===== src/rtl/usreg_pkg.sv =====
// Shared types and register-select encodings for the universal shift-register link controller.
package usreg_pkg;

    typedef enum logic [1:0] {
        IDLE     = 2'd0,
        TX_SHIFT = 2'd1,
        RX_SHIFT = 2'd2,
        RX_HOLD  = 2'd3
    } state_t;

    typedef enum logic {
        GRANT_TX = 1'b0,
        GRANT_RX = 1'b1
    } grant_t;

    localparam logic [1:0] SEL_HOLD = 2'b00;
    localparam logic [1:0] SEL_SHR  = 2'b01;
    localparam logic [1:0] SEL_SHL  = 2'b10;
    localparam logic [1:0] SEL_LOAD = 2'b11;

    // MSB-first traffic moves toward the MSB end, LSB-first toward the LSB end.
    function automatic logic [1:0] shift_sel(input logic msb1st);
        return msb1st ? SEL_SHL : SEL_SHR;
    endfunction

endpackage


===== src/rtl/usreg_core.sv =====
// Parameterized universal shift register: hold, shift right, shift left, parallel load.
module usreg_core
    import usreg_pkg::*;
#(
    parameter int WIDTH = 4
) (
    input  logic             clk,
    input  logic             rst_n,
    input  logic [1:0]       sel,
    input  logic [WIDTH-1:0] data_in,
    input  logic             serial_in,
    output logic [WIDTH-1:0] q
);

    logic [WIDTH-1:0] q_q;
    logic [WIDTH-1:0] q_d;

    // Next register contents selected by the operation code
    always_comb begin
        q_d = q_q;
        case (sel)
            SEL_HOLD: q_d = q_q;
            SEL_SHR:  q_d = {serial_in, q_q[WIDTH-1:1]};
            SEL_SHL:  q_d = {q_q[WIDTH-2:0], serial_in};
            SEL_LOAD: q_d = data_in;
            default:  q_d = q_q;
        endcase
    end

    // Register storage
    always_ff @(posedge clk or negedge rst_n) begin
        if (!rst_n) begin
            q_q <= '0;
        end else begin
            q_q <= q_d;
        end
    end

    assign q = q_q;

endmodule


===== src/rtl/usreg_link_ctrl.sv =====
// TX/RX sequencer and round-robin arbiter sharing one universal shift register
// between a bus-side word interface and a serial pin pair.
module usreg_link_ctrl
    import usreg_pkg::*;
#(
    parameter int WIDTH = 4,
    parameter int CNT_W = 3
) (
    input  logic             clk,
    input  logic             rst_n,
    input  logic             ser_en,
    input  logic             tx_valid,
    output logic             tx_ready,
    input  logic [WIDTH-1:0] tx_data,
    input  logic             tx_msb1st,
    output logic             ser_out,
    output logic             tx_done,
    input  logic             rx_req,
    input  logic             rx_msb1st,
    input  logic             ser_in,
    output logic             rx_valid,
    input  logic             rx_ready,
    output logic [WIDTH-1:0] rx_data,
    output logic             busy
);

    localparam logic [CNT_W-1:0] CNT_LAST = CNT_W'(WIDTH);
    localparam logic [CNT_W-1:0] CNT_ONE  = CNT_W'(1);

    state_t           state_q, state_d;
    logic [CNT_W-1:0] bit_cnt_q, bit_cnt_d;
    logic [CNT_W-1:0] cnt_inc_s;
    logic             msb_q, msb_d;
    grant_t           last_grant_q, last_grant_d;
    logic             tx_done_q, tx_done_d;
    logic             rx_valid_q;
    logic             busy_q;
    logic             tx_grant_s;
    logic             tx_ready_s;
    logic [1:0]       sel_s;
    logic             core_ser_in_s;
    logic             ser_out_s;
    logic [WIDTH-1:0] reg_q_s;

    usreg_core #(.WIDTH(WIDTH)) u_core (
        .clk       (clk),
        .rst_n     (rst_n),
        .sel       (sel_s),
        .data_in   (tx_data),
        .serial_in (core_ser_in_s),
        .q         (reg_q_s)
    );

    assign cnt_inc_s = bit_cnt_q + CNT_ONE;

    // Next state, register operation and arbitration
    always_comb begin
        state_d      = state_q;
        bit_cnt_d    = bit_cnt_q;
        msb_d        = msb_q;
        last_grant_d = last_grant_q;
        tx_done_d    = 1'b0;
        tx_ready_s   = 1'b0;
        sel_s        = SEL_HOLD;
        // On a tie, the side that was not served last wins
        tx_grant_s   = tx_valid && (!rx_req || (last_grant_q == GRANT_RX));
        case (state_q)
            IDLE: begin
                if (tx_grant_s) begin
                    tx_ready_s   = 1'b1;
                    sel_s        = SEL_LOAD;
                    msb_d        = tx_msb1st;
                    bit_cnt_d    = '0;
                    last_grant_d = GRANT_TX;
                    state_d      = TX_SHIFT;
                end else if (rx_req) begin
                    msb_d        = rx_msb1st;
                    bit_cnt_d    = '0;
                    last_grant_d = GRANT_RX;
                    state_d      = RX_SHIFT;
                end else begin
                    sel_s = SEL_HOLD;
                end
            end
            TX_SHIFT: begin
                if (ser_en) begin
                    sel_s     = shift_sel(msb_q);
                    bit_cnt_d = cnt_inc_s;
                    if (cnt_inc_s == CNT_LAST) begin
                        state_d   = IDLE;
                        tx_done_d = 1'b1;
                    end else begin
                        state_d = TX_SHIFT;
                    end
                end else begin
                    sel_s = SEL_HOLD;
                end
            end
            RX_SHIFT: begin
                if (ser_en) begin
                    sel_s     = shift_sel(msb_q);
                    bit_cnt_d = cnt_inc_s;
                    if (cnt_inc_s == CNT_LAST) begin
                        state_d = RX_HOLD;
                    end else begin
                        state_d = RX_SHIFT;
                    end
                end else begin
                    sel_s = SEL_HOLD;
                end
            end
            RX_HOLD: begin
                if (rx_ready) begin
                    state_d = IDLE;
                end else begin
                    state_d = RX_HOLD;
                end
            end
            default: begin
                state_d = IDLE;
            end
        endcase
    end

    // Outgoing words shift in zeros; only a receive takes the pin value
    always_comb begin
        if (state_q == RX_SHIFT) begin
            core_ser_in_s = ser_in;
        end else begin
            core_ser_in_s = 1'b0;
        end
    end

    // Serial output taps the end of the register that leaves first
    always_comb begin
        if (state_q == TX_SHIFT) begin
            ser_out_s = msb_q ? reg_q_s[WIDTH-1] : reg_q_s[0];
        end else begin
            ser_out_s = 1'b0;
        end
    end

    // Controller state and registered status decodes
    always_ff @(posedge clk or negedge rst_n) begin
        if (!rst_n) begin
            state_q      <= IDLE;
            bit_cnt_q    <= '0;
            msb_q        <= 1'b0;
            last_grant_q <= GRANT_RX;
            tx_done_q    <= 1'b0;
            rx_valid_q   <= 1'b0;
            busy_q       <= 1'b0;
        end else begin
            state_q      <= state_d;
            bit_cnt_q    <= bit_cnt_d;
            msb_q        <= msb_d;
            last_grant_q <= last_grant_d;
            tx_done_q    <= tx_done_d;
            rx_valid_q   <= (state_d == RX_HOLD);
            busy_q       <= (state_d != IDLE);
        end
    end

    assign tx_ready = tx_ready_s;
    assign ser_out  = ser_out_s;
    assign tx_done  = tx_done_q;
    assign rx_valid = rx_valid_q;
    assign rx_data  = reg_q_s;
    assign busy     = busy_q;

endmodule

===== config.mk =====
export PLATFORM = sky130hd
export DESIGN_NAME = usreg_link_ctrl
export DESIGN_NICKNAME = d
export VERILOG_FILES = /design/src/rtl/usreg_pkg.sv /design/src/rtl/usreg_core.sv /design/src/rtl/usreg_link_ctrl.sv
export SDC_FILE = /design/constraint.sdc
export NUM_CORES = 1
export LEC_CHECK = 0
export CAP_MARGIN = 5
export CELL_PAD_IN_SITES_DETAIL_PLACEMENT = 1
export CELL_PAD_IN_SITES_GLOBAL_PLACEMENT = 1
export CORE_MARGIN = 5
export CORE_UTILIZATION = 53
export CTS_BUF_LIST = sky130_fd_sc_hd__clkbuf_4
export DETAILED_ROUTE_END_ITERATION = 8
export DONT_BUFFER_PORTS = 1
export PLACE_DENSITY = 0.9
export SYNTH_ARGS = -nofsm -noshare
export SYNTH_HDL_FRONTEND = slang
export SYNTH_SLANG_ARGS = --single-unit

===== constraint.sdc =====
create_clock -name clk -period 4.1 [get_ports clk]
set_input_delay 0.205 -clock clk [delete_from_list [all_inputs] [get_ports clk]]
set_output_delay 0.205 -clock clk [all_outputs]
set_load 0.02 [all_outputs]

* After elaboration in Yosys (flattened, before gate mapping)
Index checks and enable logic that the tools add are counted.
** Storage, ports and cells
- Bits in registers :: 14
- Input port bits :: 13
- Output and inout bits :: 9
- Logic and storage cells :: 59
** Cells by class
- Add/subtract/negate cells :: 1
- Equal/unequal tests :: 10
- Multiplexer cells :: 29
- Reduce and logical (&&, ||, !) cells :: 11
** Operators by type and width (count)
- $mux 2 :: 8
- $mux 1 :: 14
- $pmux 4 s3 :: 1
- $eq 2x2->1 const B :: 5
- $mux 3 :: 3
- $pmux 2 s4 :: 1
- $pmux 3 s2 :: 1
- $reduce_bool 2->1 :: 3
- $eq 2x1->1 const B :: 2
- $logic_not 2->1 :: 2
- $pmux 2 s2 :: 1
- $add 3x1->3 const B :: 1
- $eq 3x3->1 const B :: 1
- $ne 3x3->1 const B :: 1
- $reduce_and 3->1 :: 1
- $ne 2x1->1 const B :: 1
- $reduce_and 2->1 :: 1
- $reduce_or 2->1 :: 1
- $logic_and 1x1->1 :: 1
- $logic_not 1->1 :: 1
- $logic_or 1x1->1 :: 1

* Depth between registers and ports, before layout
Gate-level depths: netlist (run 1).
- Depth after elaboration :: 7
- Depth in mapped cells :: 7
- Depth with buffers taken out :: 6

* Cells and area by module
A second synthesis (run 1) with hierarchy kept.
** Unflattened totals
- Cell total of the unflattened synthesis :: 88
- Area total of the unflattened synthesis :: 894.6 um2
** Modules (own cells, without submodules)
- usreg_link_ctrl :: times used 1, cells each 80, area an instance 689.4 um2, sequential area each 251.5 um2
- usreg_core :: times used 1, cells each 8, area an instance 205.2 um2, sequential area each 100.1 um2

* Worst setup path before layout (run 1)
OpenSTA, ideal clock, no wires.
- Path kind :: reg-to-reg
- Start point :: register state_q[0]
- End point :: register busy_q (netlist: busy)
- Library setup time :: 0.124 ns
- Arrival :: 1.464 ns
- Data required time :: 3.976 ns
- Path slack :: 2.512 ns
- Cell stages (with the launch flop) :: 7
- Buffers on the path :: 1
- Period minus slack after synthesis :: 1.588 ns
- Path through :: dfrtp_1 ha_1 buf_2 nor3b_1 a31oi_1 o41ai_4 or2_1
** Between the ends
- Longest elaborated chain between the ends :: 4
- Elaborated cells between the ends (all ways) :: 10
- Classes of those cells :: eq/ne (3); mux (5); reduce/logical (2)
** RTL lines
- start: declaration :: RTL line usreg_link_ctrl.sv:30 : state_t state_q, state_d;
- start signal: assignment :: RTL line usreg_link_ctrl.sv:154 : state_q <= state_d;
- $mux 2 :: RTL line usreg_link_ctrl.sv:76 : end else if (rx_req) begin
- $mux 2 :: RTL line usreg_link_ctrl.sv:69 : if (tx_grant_s) begin
- $pmux 2 s4 (*) :: RTL line usreg_link_ctrl.sv:67 : case (state_q)
- via state_d[0] :: RTL line usreg_link_ctrl.sv:30
- $reduce_bool 2->1 (*) :: RTL line usreg_link_ctrl.sv:160 : busy_q <= (state_d != IDLE);
- end signal: assignment :: RTL line usreg_link_ctrl.sv:160
- end: declaration :: RTL line usreg_link_ctrl.sv:37 : logic busy_q;
The timed path passes the listed nets; every way through them passes the cells marked *.
A chain may end at the register's enable or synchronous reset.

* Worst setup path after layout (run 1)
- Start point :: register state_q[0]
- End point :: output port tx_ready
** Between the ends
- Longest elaborated chain between the ends :: 2
** RTL lines
- $logic_not 2->1 :: RTL line usreg_link_ctrl.sv:67
- $mux 1 :: RTL line usreg_link_ctrl.sv:67
- end: declaration :: RTL line usreg_link_ctrl.sv:13 : output logic tx_ready,
Every way passes these cells.

==> results of run 1 <==
[metal layers]
layer  global-route usage [%]  vias up
met3                     7.12        2
met5                        0        -
li1                         -      353
met2                     29.5       13
met1                     20.8      354
met4                     2.55        0
[cells by family after synthesis]
group / after synthesis
AND/OR/NAND/NOR: 29
AO/OA/AOI/OAI: 29
XOR/XNOR: 1
flip-flops: 14
multiplexers: 3
adder cells (fa/ha/maj): 7
buffers and inverters: 14
[state kept, by name, summed over array words and instances, names as in the netlist]
| name | count |
|---|---|
| u_core.q | 4 |
| bit_cnt_q | 3 |
| state_q | 2 |
| busy | 1 |
| last_grant_q | 1 |
| msb_q | 1 |
| rx_valid | 1 |
| tx_done | 1 |
[how the worst max path moves through the flow]
stage	end	cells after the start	slack (ns)
global placement	u_core.q[1]$_DFFE_PN0P_	6	2.32
CTS	tx_ready	5	2.03
finish	tx_ready	5	2.03
floorplan	busy$_DFF_PN0_	6	2.51
global route	tx_ready	5	1.87
detailed placement	u_core.q[2]$_DFFE_PN0P_	6	2.28
[critical path: cells and delay by family, from the launching register on]
kind | cells | cell delay, ns
and+or+nand+nor | 2 | 0.49
adders and majority gates | 1 | 0.30
DFF | 1 | 0.43
buffers and inverters | 2 | 0.36
[through the flow]
stage	power, mW	cells	utilization [%]
floorplan	0.637	97	-
global placement	0.696	118	56.3
detailed placement	0.715	118	56.3
CTS	0.811	123	58.6
global route	0.870	123	58.6
finish	0.803	123	58.6
[synth_stat cells, types with 2 or more instances]
| master | count | share of area (%) |
|---|---|---|
| nand3b_1 | 2 | 1.6 |
| a2bb2oi_1 | 3 | 2.7 |
| or2_1 | 2 | 1.3 |
| and2_1 | 3 | 2.0 |
| nor2_1 | 3 | 1.2 |
| dfrtp_1 | 13 | 34 |
| a41oi_1 | 3 | 2.7 |
| nand2_1 | 6 | 2.3 |
| a31oi_1 | 3 | 2.0 |
| o221ai_1 | 3 | 2.7 |
| clkbuf_1 | 2 | 0.78 |
| inv_1 | 10 | 3.9 |
| mux2i_1 | 3 | 3.1 |
| nand3_1 | 2 | 1.0 |
| a21oi_1 | 3 | 1.6 |
| a22o_1 | 2 | 1.8 |
| o21ai_0 | 4 | 2.1 |
| ha_1 | 7 | 9.1 |
| nor2b_1 | 2 | 1.3 |
| nand2b_1 | 3 | 2.0 |
[layout make-up]
type                       count  area, um^2  share of cell area [%]
multi-input combinational     69         552                    54.5
sequential                    14         352                    34.7
inverter                      10        37.5                    3.71
tap                           25        31.3                    3.09
clock buffer                   4        30.0                    2.97
timing repair buffer           1        10.0                   0.989
[where the power goes]
part | switching [mW] | total, mW | internal [mW]
clock network | 0.0436 | 0.0879 | 0.0443
logic | 0.219 | 0.408 | 0.189
registers | 0.104 | 0.307 | 0.203
total | 0.367 | 0.803 | 0.436
[timing repair]
item,in CTS,in global routing
hold endpoints to repair,14,0
resized for setup,0,0
hold buffers,1,0
buffers inserted,0,0
==> impl_metrics.toml, run 1 <==
[timing]
setup_viol = 0
drv_slew = 0
post-route-period-util_pct = 50.4
rsz0062_at_grt = "no"
timing.hold.ws_ns = 0.0475
hold_viol = 0
totalNegativeSetupSlack_ns = 0
clock_skew_ns = 0.00327
max_freq_ghz = 0.484
setup_slack_ns = 2.03
relSlewSlack_pct = 56.7
fin_crit_ns = 2.07
worst_slew_pin_slew_ns = 0.647

[drt]
wl_per_cell_um = 17.2
met2_length_mm = 1.06
firstDrtPassIters = 3
top_layer = "met4"
dr_wl_met3_um = 97
drc = 0
m1WireLength_um = 945
vias_per_cell = 5.87
ant_nets = 0
vias = 722
first_iter_violations = 13
drt-total-wl_mm = 2.11

[synth]
synth_edf_count = 0
avgSynthCellArea_um2 = 9.91
synth.distinct_cells = 38
ys_warn_count = 0
ys_seq_elements = 14
syn_area_um2 = 961
syn-num-nets = 117
synthArstFlopShare_pct = 100
synth_xor_area_share_pct = 1.69
synth_top_family_by_area = "compound AO/OA/AOI/OAI gates"
synth-simple-area-share_pct = 16.9
synthFlopType = "dfrtp_1"
yosysSeqAreaShare_pct = 36.6
synth_compound_area_share_pct = 26.6
synth_fa_ha_area_share_pct = 9.11
netlist_instances = 97
synth_mux_area_share_pct = 3.13

[clocking]
cts_root_buf = "clkbuf_4"
cts_max_path_buffers = 2
tritoncts = "built"
clk_pin_slew_ns = 0.08
clkLatencyLatePin_ns = 0.28
htreeDepth = 1
clkSinkCount = 14
cts_buffers = 3

[floorplan]
fp.dieW_um = 52.6
initial_core_util_pct = 55.7
core_um2 = 1730
die_height_um = 52.6
row_count = 15
io_pins = 22
die_area_um2 = 2760

[placed_design]
gp_congestion = 0.878
post-place-ws_ns = 2.28
dp_hpwl_mm = 1.69
place_area_um2 = 972
io_buffers = 0

[worst_setup_path]
r2r_cells = 6
crit_start = "state_q[0]$_DFF_PN0_"
worstPathRequired_ns = 3.89
crit_type = "reg2out"
critPathLaunchType = "register"
crit_fanout = 9
r2r_slack_ns = 2.26
reg2reg_from = "state_q[0]$_DFF_PN0_"
cp-end-kind = "output pin"
cp.arrival_ns = 1.86
path_cells = "inv_1, ha_1, nand2_2, or2_1, inv_1"
worst_path_most_repeated_cell = "inv_1"
r2r_end = "u_core.q[0]$_DFFE_PN0P_"
slowest_stage = "dfrtp_1"
critical-path-max-stage-delay_ns = 0.43

[grt]
grt_pass1_wl_mm = 3.51
grt_start_max_net_pins = 15
grtUsageTotal_pct = 17.4
grt-ovfl-total = 0
antenna_found_initial = 0
grt_pass1_vias = 753

[pwr]
vdd_ir_drop_max_v = 0.000375
power_density_nw_per_um2 = 793
p_leak_nw = 0.466

[finish]
final_cell_area_um2 = 1010
final_common_cell = "dfrtp_1"
syn_to_final_growth_pct = 5.34
final_cell_mix = "dfrtp_1, inv_1, ha_1"
diodes = 0
layout.nets = 119
layout-drive-gt1-share_pct = 12.2
fillers = 206

[status]
status = "finished, final reports clean"

[worst_hold_path]
min-delay-start = "ser_en"
hold_path_depth = 2
hold_end = "tx_done$_DFF_PN0_"
hp-class = "in2reg"

[run]
max_cap_violations = 0
Note: power is estimated with default switching activity, not from simulation.
==> run 2: changes to the inputs <==
- CORE_UTILIZATION: 53 -> 44
- PLACE_DENSITY: 0.9 -> 0.8
- clock period: 4.1 -> 1.75 ns (I/O delays scaled with it)
==> impl_metrics.toml, run 2 (synthesis results as in run 1) <==
[status]
status = "finished, final reports clean"

[finish]
final_common_cell = "dfrtp_1"
diodes = 0
largest_reg_flops = 4
layout-drive-gt1-share_pct = 21.6
syn_to_final_growth_pct = 10.8
final_cell_mix = "dfrtp_1, inv_1, nand2_1"
final_cell_area_um2 = 1060
fillers = 249
post-route-util_pct = 49.6
layout.nets = 123

[worst_setup_path]
worstPathRequired_ns = 1.93
cp.arrival_ns = 1.86
cp-end-kind = "register"
crit_type = "reg2reg"
crit_family = "flip-flops"
critical-path-max-stage-delay_ns = 0.43
critPathLaunchType = "register"
slowest_stage = "dfrtp_1"
crit_fanout = 5
path_buf_inv = 1
path_cells = "inv_1, ha_2, nor3b_1, a31oi_1, o41ai_4, or2_1"

[drt]
top_layer = "met4"
dr_wl_met3_um = 117
m1WireLength_mm = 1.00
first_iter_violations = 7
drt-total-wl_mm = 2.28
vias = 747
firstDrtPassIters = 4
vias_per_cell = 5.75
met2_length_mm = 1.11
ant_nets = 0
wl_per_cell_um = 17.5
drc = 0

[floorplan]
die_area_um2 = 3220
die_height_um = 56.7
initial_core_util_pct = 44.7
core_um2 = 2150
io_pins = 22
fp.dieW_um = 56.7
row_count = 17

[grt]
antenna_found_initial = 0
grt_pass1_vias = 801
grt-ovfl-total = 0
grt_start_max_net_pins = 15
grt_pass1_wl_mm = 3.97
grtUsageTotal_pct = 16.1

[timing]
post-route-period-util_pct = 95.9
timing.hold.ws_ns = 0.00565
drv_slew = 0
max_freq_ghz = 0.596
totalNegativeSetupSlack_ns = 0
worst_slew_pin_slew_ns = 0.650
relSlewSlack_pct = 56.5
setup_viol = 0
fin_crit_ns = 1.68
clock_skew_ns = 0.00945
hold_viol = 0
rsz0062_at_grt = "yes"

[clocking]
tritoncts = "built"
cts_buffers = 3
clkSinkCount = 14
clk_pin_slew_ns = 0.10
cts_root_buf = "clkbuf_4"
cts_max_path_buffers = 2
htreeDepth = 1
post-cts-setup-buffers = 0
clkLatencyLatePin_ns = 0.29

[pwr]
p_leak_nw = 0.480
vdd_ir_drop_max_v = 0.000933
power_density_nw_per_um2 = 1860

[placed_design]
place_area_um2 = 998
io_buffers = 0
dp_hpwl_mm = 1.79
gp_congestion = 0.692

[worst_hold_path]
hp-class = "in2reg"

[run]
max_cap_violations = 0
==> run 2: cell types whose count changed in the layout (fill, tap and decap cells not counted), sizes merged <==
cell	previous run	this run
dlygate4sd3	1	2
buf	0	3
==> run 2: report_power, final <==
group	total, mW	internal (mW)	switching (mW)
sequential	0.720	0.475	0.245
clock	0.219	0.104	0.115
combinational	1.04	0.508	0.536
total	1.98	1.09	0.896
==> run 2: path summary, 6_finish.rpt <==
path	slack, ns	startpoint	end	depth (start not counted)
worst max-delay path	0.07	state_q[1]$_DFF_PN0_	busy$_DFF_PN0_	6
worst min-delay path	0.006	rx_msb1st	msb_q$_DFFE_PN0P_	2
worst max register to register	0.07	state_q[1]$_DFF_PN0_	busy$_DFF_PN0_	6
worst min register to register	0.54	bit_cnt_q[1]$_DFFE_PN0P_	bit_cnt_q[1]$_DFFE_PN0P_	2
max in group asynchronous	1.07	rst_n	state_q[0]$_DFF_PN0_	1
min in group asynchronous	0.25	rst_n	u_core.q[1]$_DFFE_PN0P_	1
==> run 2: layer usage <==
metal / vias to the layer above / GRT usage [%]
li1: 364 / -
met1: 361 / 19.9
met2: 17 / 26.2
met3: 5 / 4.60
met4: 0 / 5.96
met5: - / 0
==> run 2: repair_timing <==
item	in CTS	in global routing
hold endpoints to repair	15	0
hold buffers	2	0
endpoints found under the setup margin	2	7
gates resized for setup	3	6
==> run 2: cell type report <==
class | count | area (um^2) | share of cell area (%)
Clock buffer | 4 | 30.0 | 2.82
Inverter | 10 | 37.5 | 3.53
Timing Repair Buffer | 5 | 42.5 | 4.00
Multi-Input combinational cell | 69 | 568 | 53.3
Tap cell | 28 | 35.0 | 3.29
Sequential cell | 14 | 352 | 33.0
==> run 2: through the flow <==
step	std cells	setup slack (ns)	power, mW
6_report	130	0.0711	1.98
5_1_grt	130	-0.0226	2.16
4_1_cts	130	0.00723	1.97
3_5_place_dp	124	-0.0223	1.72
3_3_place_gp	124	0.0642	1.67
2_1_floorplan	97	0.162	1.49
